[src/rtl/ff_synchroniser_nbit.sv]
// ---------------------------------------------------------------------------
// ff_synchroniser_nbit
//
// Multi-bit clock-domain-crossing synchroniser. Each of WIDTH independent
// asynchronous level inputs passes through a STAGES-deep flop chain into the
// clk domain. The block then produces a clean level per bit plus one-cycle
// rise/fall pulses and a combined "changed" strobe.
//
// Optional feature, macro SYNC_FILTER_EN:
//   defined     - a per-bit glitch filter sits after the chain. A new level
//                 must hold for FILTER_CYCLES consecutive cycles before it
//                 reaches data_out. Latency is STAGES+FILTER_CYCLES edges.
//   not defined - no counters. data_out is the last synchroniser flop and
//                 the latency is STAGES edges.
//
// Parameters:
//   WIDTH         number of independent channels (1..32)
//   STAGES        synchroniser flops per channel (2..4)
//   FILTER_CYCLES stable cycles required by the filter (1..16)
//
// Ports:
//   clk       rising-edge clock
//   rst_n     synchronous active-low reset
//   data_in   asynchronous level inputs, one per channel
//   data_out  synchronised (and filtered) levels
//   rise      one-cycle pulse when data_out[i] goes 0->1
//   fall      one-cycle pulse when data_out[i] goes 1->0
//   changed   OR-reduction of rise | fall
// ---------------------------------------------------------------------------
module ff_synchroniser_nbit #(
    parameter int WIDTH         = 8,
    parameter int STAGES        = 2,
    parameter int FILTER_CYCLES = 3
) (
    input  logic             clk,
    input  logic             rst_n,
    input  logic [WIDTH-1:0] data_in,
    output logic [WIDTH-1:0] data_out,
    output logic [WIDTH-1:0] rise,
    output logic [WIDTH-1:0] fall,
    output logic             changed
);

    // Out-of-range parameters stop elaboration.
    if (WIDTH < 1 || WIDTH > 32) begin : g_bad_width
        $error("ff_synchroniser_nbit: WIDTH must be 1..32");
    end
    if (STAGES < 2 || STAGES > 4) begin : g_bad_stages
        $error("ff_synchroniser_nbit: STAGES must be 2..4");
    end
    if (FILTER_CYCLES < 1 || FILTER_CYCLES > 16) begin : g_bad_filter
        $error("ff_synchroniser_nbit: FILTER_CYCLES must be 1..16");
    end

`ifdef SYNC_FILTER_EN
    // All STAGES flops are in the chain; data_out is a separate filtered
    // register behind the last one.
    localparam int CHAIN_LEN = STAGES;
`else
    // Without the filter, data_out is itself the last synchroniser flop.
    // The explicit chain therefore holds one fewer stage.
    localparam int CHAIN_LEN = STAGES - 1;
`endif

    // sync_q[0] is s1, the only flop allowed to go metastable. Nothing but
    // wire sits between chain stages, giving each stage a full cycle to
    // resolve.
    logic [WIDTH-1:0] sync_q [CHAIN_LEN];
    logic [WIDTH-1:0] sync_level;
    logic [WIDTH-1:0] next_out;

    // NOTE: the chain is a small array of flops, not a RAM. Clearing it on
    // reset discards stale samples, so no pulse can leak out after reset.
    always_ff @(posedge clk) begin
        if (!rst_n) begin
            for (int k = 0; k < CHAIN_LEN; k++) begin
                sync_q[k] <= '0;
            end
        end else begin
            // NOTE: non-blocking assignments make every stage sample the old
            // value of its predecessor. Blocking ones would collapse the chain.
            sync_q[0] <= data_in;
            for (int k = 1; k < CHAIN_LEN; k++) begin
                sync_q[k] <= sync_q[k-1];
            end
        end
    end

    assign sync_level = sync_q[CHAIN_LEN-1];

`ifdef SYNC_FILTER_EN
    localparam int CNT_W = $clog2(FILTER_CYCLES + 1);
    localparam logic [CNT_W-1:0] CNT_LAST = CNT_W'(FILTER_CYCLES - 1);

    logic [CNT_W-1:0] cnt_q [WIDTH];
    logic [CNT_W-1:0] cnt_d [WIDTH];

    // The counter tracks how many consecutive edges the synchronised level
    // has disagreed with data_out. Any agreement restarts the count, so a
    // short glitch is discarded.
    always_comb begin
        // NOTE: every output of this block gets a default first. A path that
        // forgot one would infer a latch.
        next_out = data_out;
        for (int i = 0; i < WIDTH; i++) begin
            cnt_d[i] = '0;
            if (sync_level[i] != data_out[i]) begin
                if (cnt_q[i] == CNT_LAST) begin
                    next_out[i] = sync_level[i];
                end else begin
                    cnt_d[i] = cnt_q[i] + 1'b1;
                end
            end
        end
    end

    always_ff @(posedge clk) begin
        if (!rst_n) begin
            for (int i = 0; i < WIDTH; i++) begin
                cnt_q[i] <= '0;
            end
        end else begin
            for (int i = 0; i < WIDTH; i++) begin
                cnt_q[i] <= cnt_d[i];
            end
        end
    end
`else
    assign next_out = sync_level;
`endif

    // The pulses are computed from next_out against the current data_out.
    // They therefore register on the same edge that data_out takes its new
    // value. A level cannot rise and fall at once, so rise and fall are
    // mutually exclusive per bit.
    always_ff @(posedge clk) begin
        if (!rst_n) begin
            data_out <= '0;
            rise     <= '0;
            fall     <= '0;
            changed  <= 1'b0;
        end else begin
            data_out <= next_out;
            rise     <= next_out & ~data_out;
            fall     <= ~next_out & data_out;
            changed  <= |(next_out ^ data_out);
        end
    end

endmodule

[config.mk]
export PLATFORM = sky130hd
export DESIGN_NAME = ff_synchroniser_nbit
export DESIGN_NICKNAME = d
export VERILOG_FILES = /design/src/rtl/ff_synchroniser_nbit.sv
export SDC_FILE = /design/constraint.sdc
export NUM_CORES = 1
export LEC_CHECK = 0
export CAP_MARGIN = 0
export CORE_MARGIN = 5
export CORE_UTILIZATION = 45
export DETAILED_ROUTE_END_ITERATION = 7
export PLACE_DENSITY_LB_ADDON = 0.2
export SYNTH_ARGS = -nofsm -noshare
export SYNTH_HDL_FRONTEND = slang
export SYNTH_SLANG_ARGS = --single-unit
[constraint.sdc]
create_clock -name clk -period 1.16 [get_ports clk]
set_input_delay 0.232 -clock clk [delete_from_list [all_inputs] [get_ports clk]]
set_output_delay 0.232 -clock clk [all_outputs]
set_load 0.01 [all_outputs]
* After elaboration in Yosys (flattened, before gate mapping)
Memory sizes are Yosys's and may differ from the RTL's.
Cells that the tools add are included.
** Word-level totals
- Register bits :: 25
- Bits in writable memories :: 8
- Input port bits :: 10
- Output and inout port bits :: 25
- Logic and storage cells :: 16
- Memories kept :: 1
** Memory list
- sync_q :: words 1, width 8, rd ports 1, clocked after Yosys merged registers in 0, write ports 1, RTL line 68 : logic [WIDTH-1:0] sync_q [CHAIN_LEN];
** Operators by class
- Muxes and demuxes :: 4
- Bitwise logic cells :: 5
- Reduce and logical (&&, ||, !) cells :: 2
** Operators by type and width (number)
- 8-bit AND :: 2
- 8-bit NOT :: 2
- 8-bit OR reduction :: 2
- 8-bit 2-to-1 mux :: 1
- 8-bit bitwise XOR :: 1
- 1-bit 2-to-1 mux :: 3

* Longest topological paths before layout
- Word-level depth :: 3
- Mapped depth :: 4
- Gate-level depth less buffers :: 4

* Worst setup path before layout
OpenSTA, ideal clock, no wires.
- Path kind :: register to register
- Start :: reg data_out[6]
- End :: reg changed
- Setup time :: 115 ps
- Arrival :: 948 ps
- Data required time :: 1045 ps
- Slack :: 97 ps
- Stages on the path, launching flop included :: 5
- Path buffers :: 0
- Period minus slack after synthesis :: 1063 ps
- Path through :: dfxtp_1 > inv_1 > ha_1 > nand4_1 > o21a_1
** On the way
- Word-level cells in the longest chain between the ends :: 2
** Ends and longest elaborated chain
- start, declared :: RTL line 38 : output logic [WIDTH-1:0] data_out,
- start signal, assigned :: RTL line 143 : data_out <= next_out;
- 8-bit bitwise XOR :: RTL line 146 : changed <= |(next_out ^ data_out);
- 8-bit OR reduction :: RTL line 146
- end signal, assigned :: RTL line 146
- end, declared :: RTL line 41 : output logic changed
No other way between the ends.
A chain may end at the register's enable or synchronous reset.

* Worst setup path after layout
- Start :: reg fall[0]
- End :: out fall[0]
** RTL lines
- start, declared :: RTL line 40 : output logic [WIDTH-1:0] fall,
- start signal, assigned :: RTL line 145 : fall <= ~next_out & data_out;
No word-level cell between the ends.

==> run summary <==
HP Class: in2reg
Final antenna-violating net count: 0
R2r endpoint: changed
Max Cap Viol: 0
R2R Setup Slk: 0.10 ns
Fmax: 894 MHz
Power share of the sequential group: 61.0%
Share of layout cells above drive strength 1: 20.4%
Most frequent cells in the layout: and2_1 (32), dfxtp_1 (25), inv_1 (16), ha_1 (16), clkdlybuf4s15_1 (12)
Synth Register Bits: 33
PwrDens: 1250 nW/um^2
Clk pin slew, worst setup/hold paths: 0.09 ns
Clock Path Buffers: 2
Avg Inst Size Synth: 11.2 sq um
Setup crit start kind: flip-flop
Number of remaining DRC errors: 0
Register area share after synthesis: 57.1%
Total power: 1.97 mW
Worst setup EP type: output port
Post-route cell area: 1580 sq um
Net Switching: 0.443 mW
Worst path slowest cell: dfxtp_1
TritonCTS clock tree: built
Clk pwr share: 29.8%
Total Routing Usage GR: 11.9%
Synth warn: 0
Peak VDD IR: 0.00123 V
WL/cell: 10.6 um
Final Hold Fails: 0
Final core occ: 63.7%
Clock Root Buffer: clkbuf_4
Sum Neg Setup Slack: 0 ns
Internal power: 1.53 mW
Worst r2r src: data_out[6]
Crit path DAT: 0.89 ns
Number of global-route vias before repair: 768
Levels on crit path: 1
DIE WIDTH: 60.7 um
Post-Route WL: 1.88 mm
Die ar.: 3680 sq um
Antenna Cells: 0
Number of iterations in the first detailed-routing pass: 2
Clock Latency Late Sink: 0.32 ns
Largest net degree at the start of global routing: 18
Commonest non-fill, non-tap cell in the layout: and2_1
Post-Synthesis Cells: 103
Period utilization: 96.4%
GRT overflow: 0
CP top delay family: flip-flops
Place WS: 0.0237 ns
Netlist cell types: 8
CTS Buf Count: 5
Placer Congestion: 0.668
Initial antenna violation count: 0
Switch share: 22.5%
Crit-path max FO: 1
IO Port Bufs: 34
Reg2reg path depth: 4
DRT iter0 DRCs: 4
First-pass GRT wire length: 3.10 mm
DPL Wire Length: 1.41 mm
Via count: 753
Final setup fails: 0
Std cell rows: 18
WP buf/inv: 1
Data required, critical path: 0.93 ns
DP Area: 1530 sq um
Critical Path Sink: fall[0]
FILL cells: 223
Slew margin rel.: 91.3%
Syn Std Cell Area: 1160 sq um
Sink Count: 33
Chip height: 60.7 um
Clk_skew: 0.00560 ns
CP peak stage delay: 0.30 ns
Area Growth Syn to Fin: 36.6%
Worst path cell trace: dlygate4sd2_1
Boundary pin count: 35
Syn nets: 129
H-tree depth: 2
Gate power share: 9.2%
Initial core utilization: 46.7%
Final #Nets: 172
CP startpoint: fall[0]
Core Box Area: 2480 sq um
Worst slew pin tran: 0.131 ns
Final period demand of the worst path: 1.12 ns
Max-slew violations: 0
Status: finished clean
Via density: 4.25
Leakage power: 0.727 nW
Critical path class: reg2out
PnR worst setup slack: 0.0414 ns
==> what timing repair did <==
| action | 4_1_cts | 5_1_grt |
|---|---|---|
| hold buffers | 0 | 0 |
| endpoints found under the setup margin | 25 | 23 |
| gates resized for setup | 50 | 23 |
| setup buffers | 0 | 3 |
| endpoints found under the hold margin | 0 | 0 |
==> stage by stage <==
stage,instances,hold slack (ns)
after floorplan,103,0.359
after global placement,166,0.467
after detailed placement,166,0.473
after CTS,174,0.472
after global routing,177,0.466
final,177,0.483
==> power groups by stage <==
stage          Combinational, mW  Clock, mW  Sequential (mW)
6_report                   0.182      0.587             1.20
2_1_floorplan             0.0679          0             1.24
4_1_cts                    0.183      0.603             1.20
5_1_grt                    0.209      0.663             1.21
3_5_place_dp               0.197          0             1.23
3_3_place_gp               0.192          0             1.23
==> routing by layer <==
metal | global-route usage, % | routed length [um] | vias to the layer above
met4 | 6.50 | 32 | 0
li1 | - | - | 394
met5 | 0 | 0 | -
met3 | 4.68 | 127 | 5
met1 | 10.5 | 678 | 335
met2 | 22.7 | 1040 | 19
==> Yosys cell counts <==
master	count	share of area (%)
buf_2	1	0.43
dfxtp_1	33	57
o21a_1	1	0.65
ha_1	16	17
clkbuf_2	2	0.87
nand4_1	2	1.1
and2_1	32	17
inv_1	16	5.2
==> logic make-up after synthesis <==
logic type / synth area share, %
DFF: 57.1
AOI/OAI and AO/OA: 0.650
adders and majority gates: 17.3
and+or+nand+nor: 18.4
buffers and inverters: 6.49
==> state kept, by name (all words and copies together), names as in the netlist <==
name	cells
data_out	8
fall	8
rise	8
sync_q	8
changed	1
==> worst min path at each step <==
stage | start | end | cells past startpoint
finish | data_in[6] | sync_q[0][6] | 2
global route | data_in[6] | sync_q[0][6] | 2
CTS | data_in[6] | sync_q[0][6] | 2
detailed placement | sync_q[0][3] | data_out[3] | 1
global placement | sync_q[0][0] | data_out[0] | 1
floorplan | rst_n | data_out[1] | 1
==> final cells by class <==
type / count / area, sq um / area share [%]
tap: 30 / 37.5 / 2.38
timing repair buffer: 39 / 342 / 21.6
inverter: 16 / 60.1 / 3.80
clock buffer: 8 / 48.8 / 3.09
multi-input combinational: 51 / 420 / 26.6
sequential: 33 / 671 / 42.5
No activity file was read; power rests on OpenSTA's default activity.
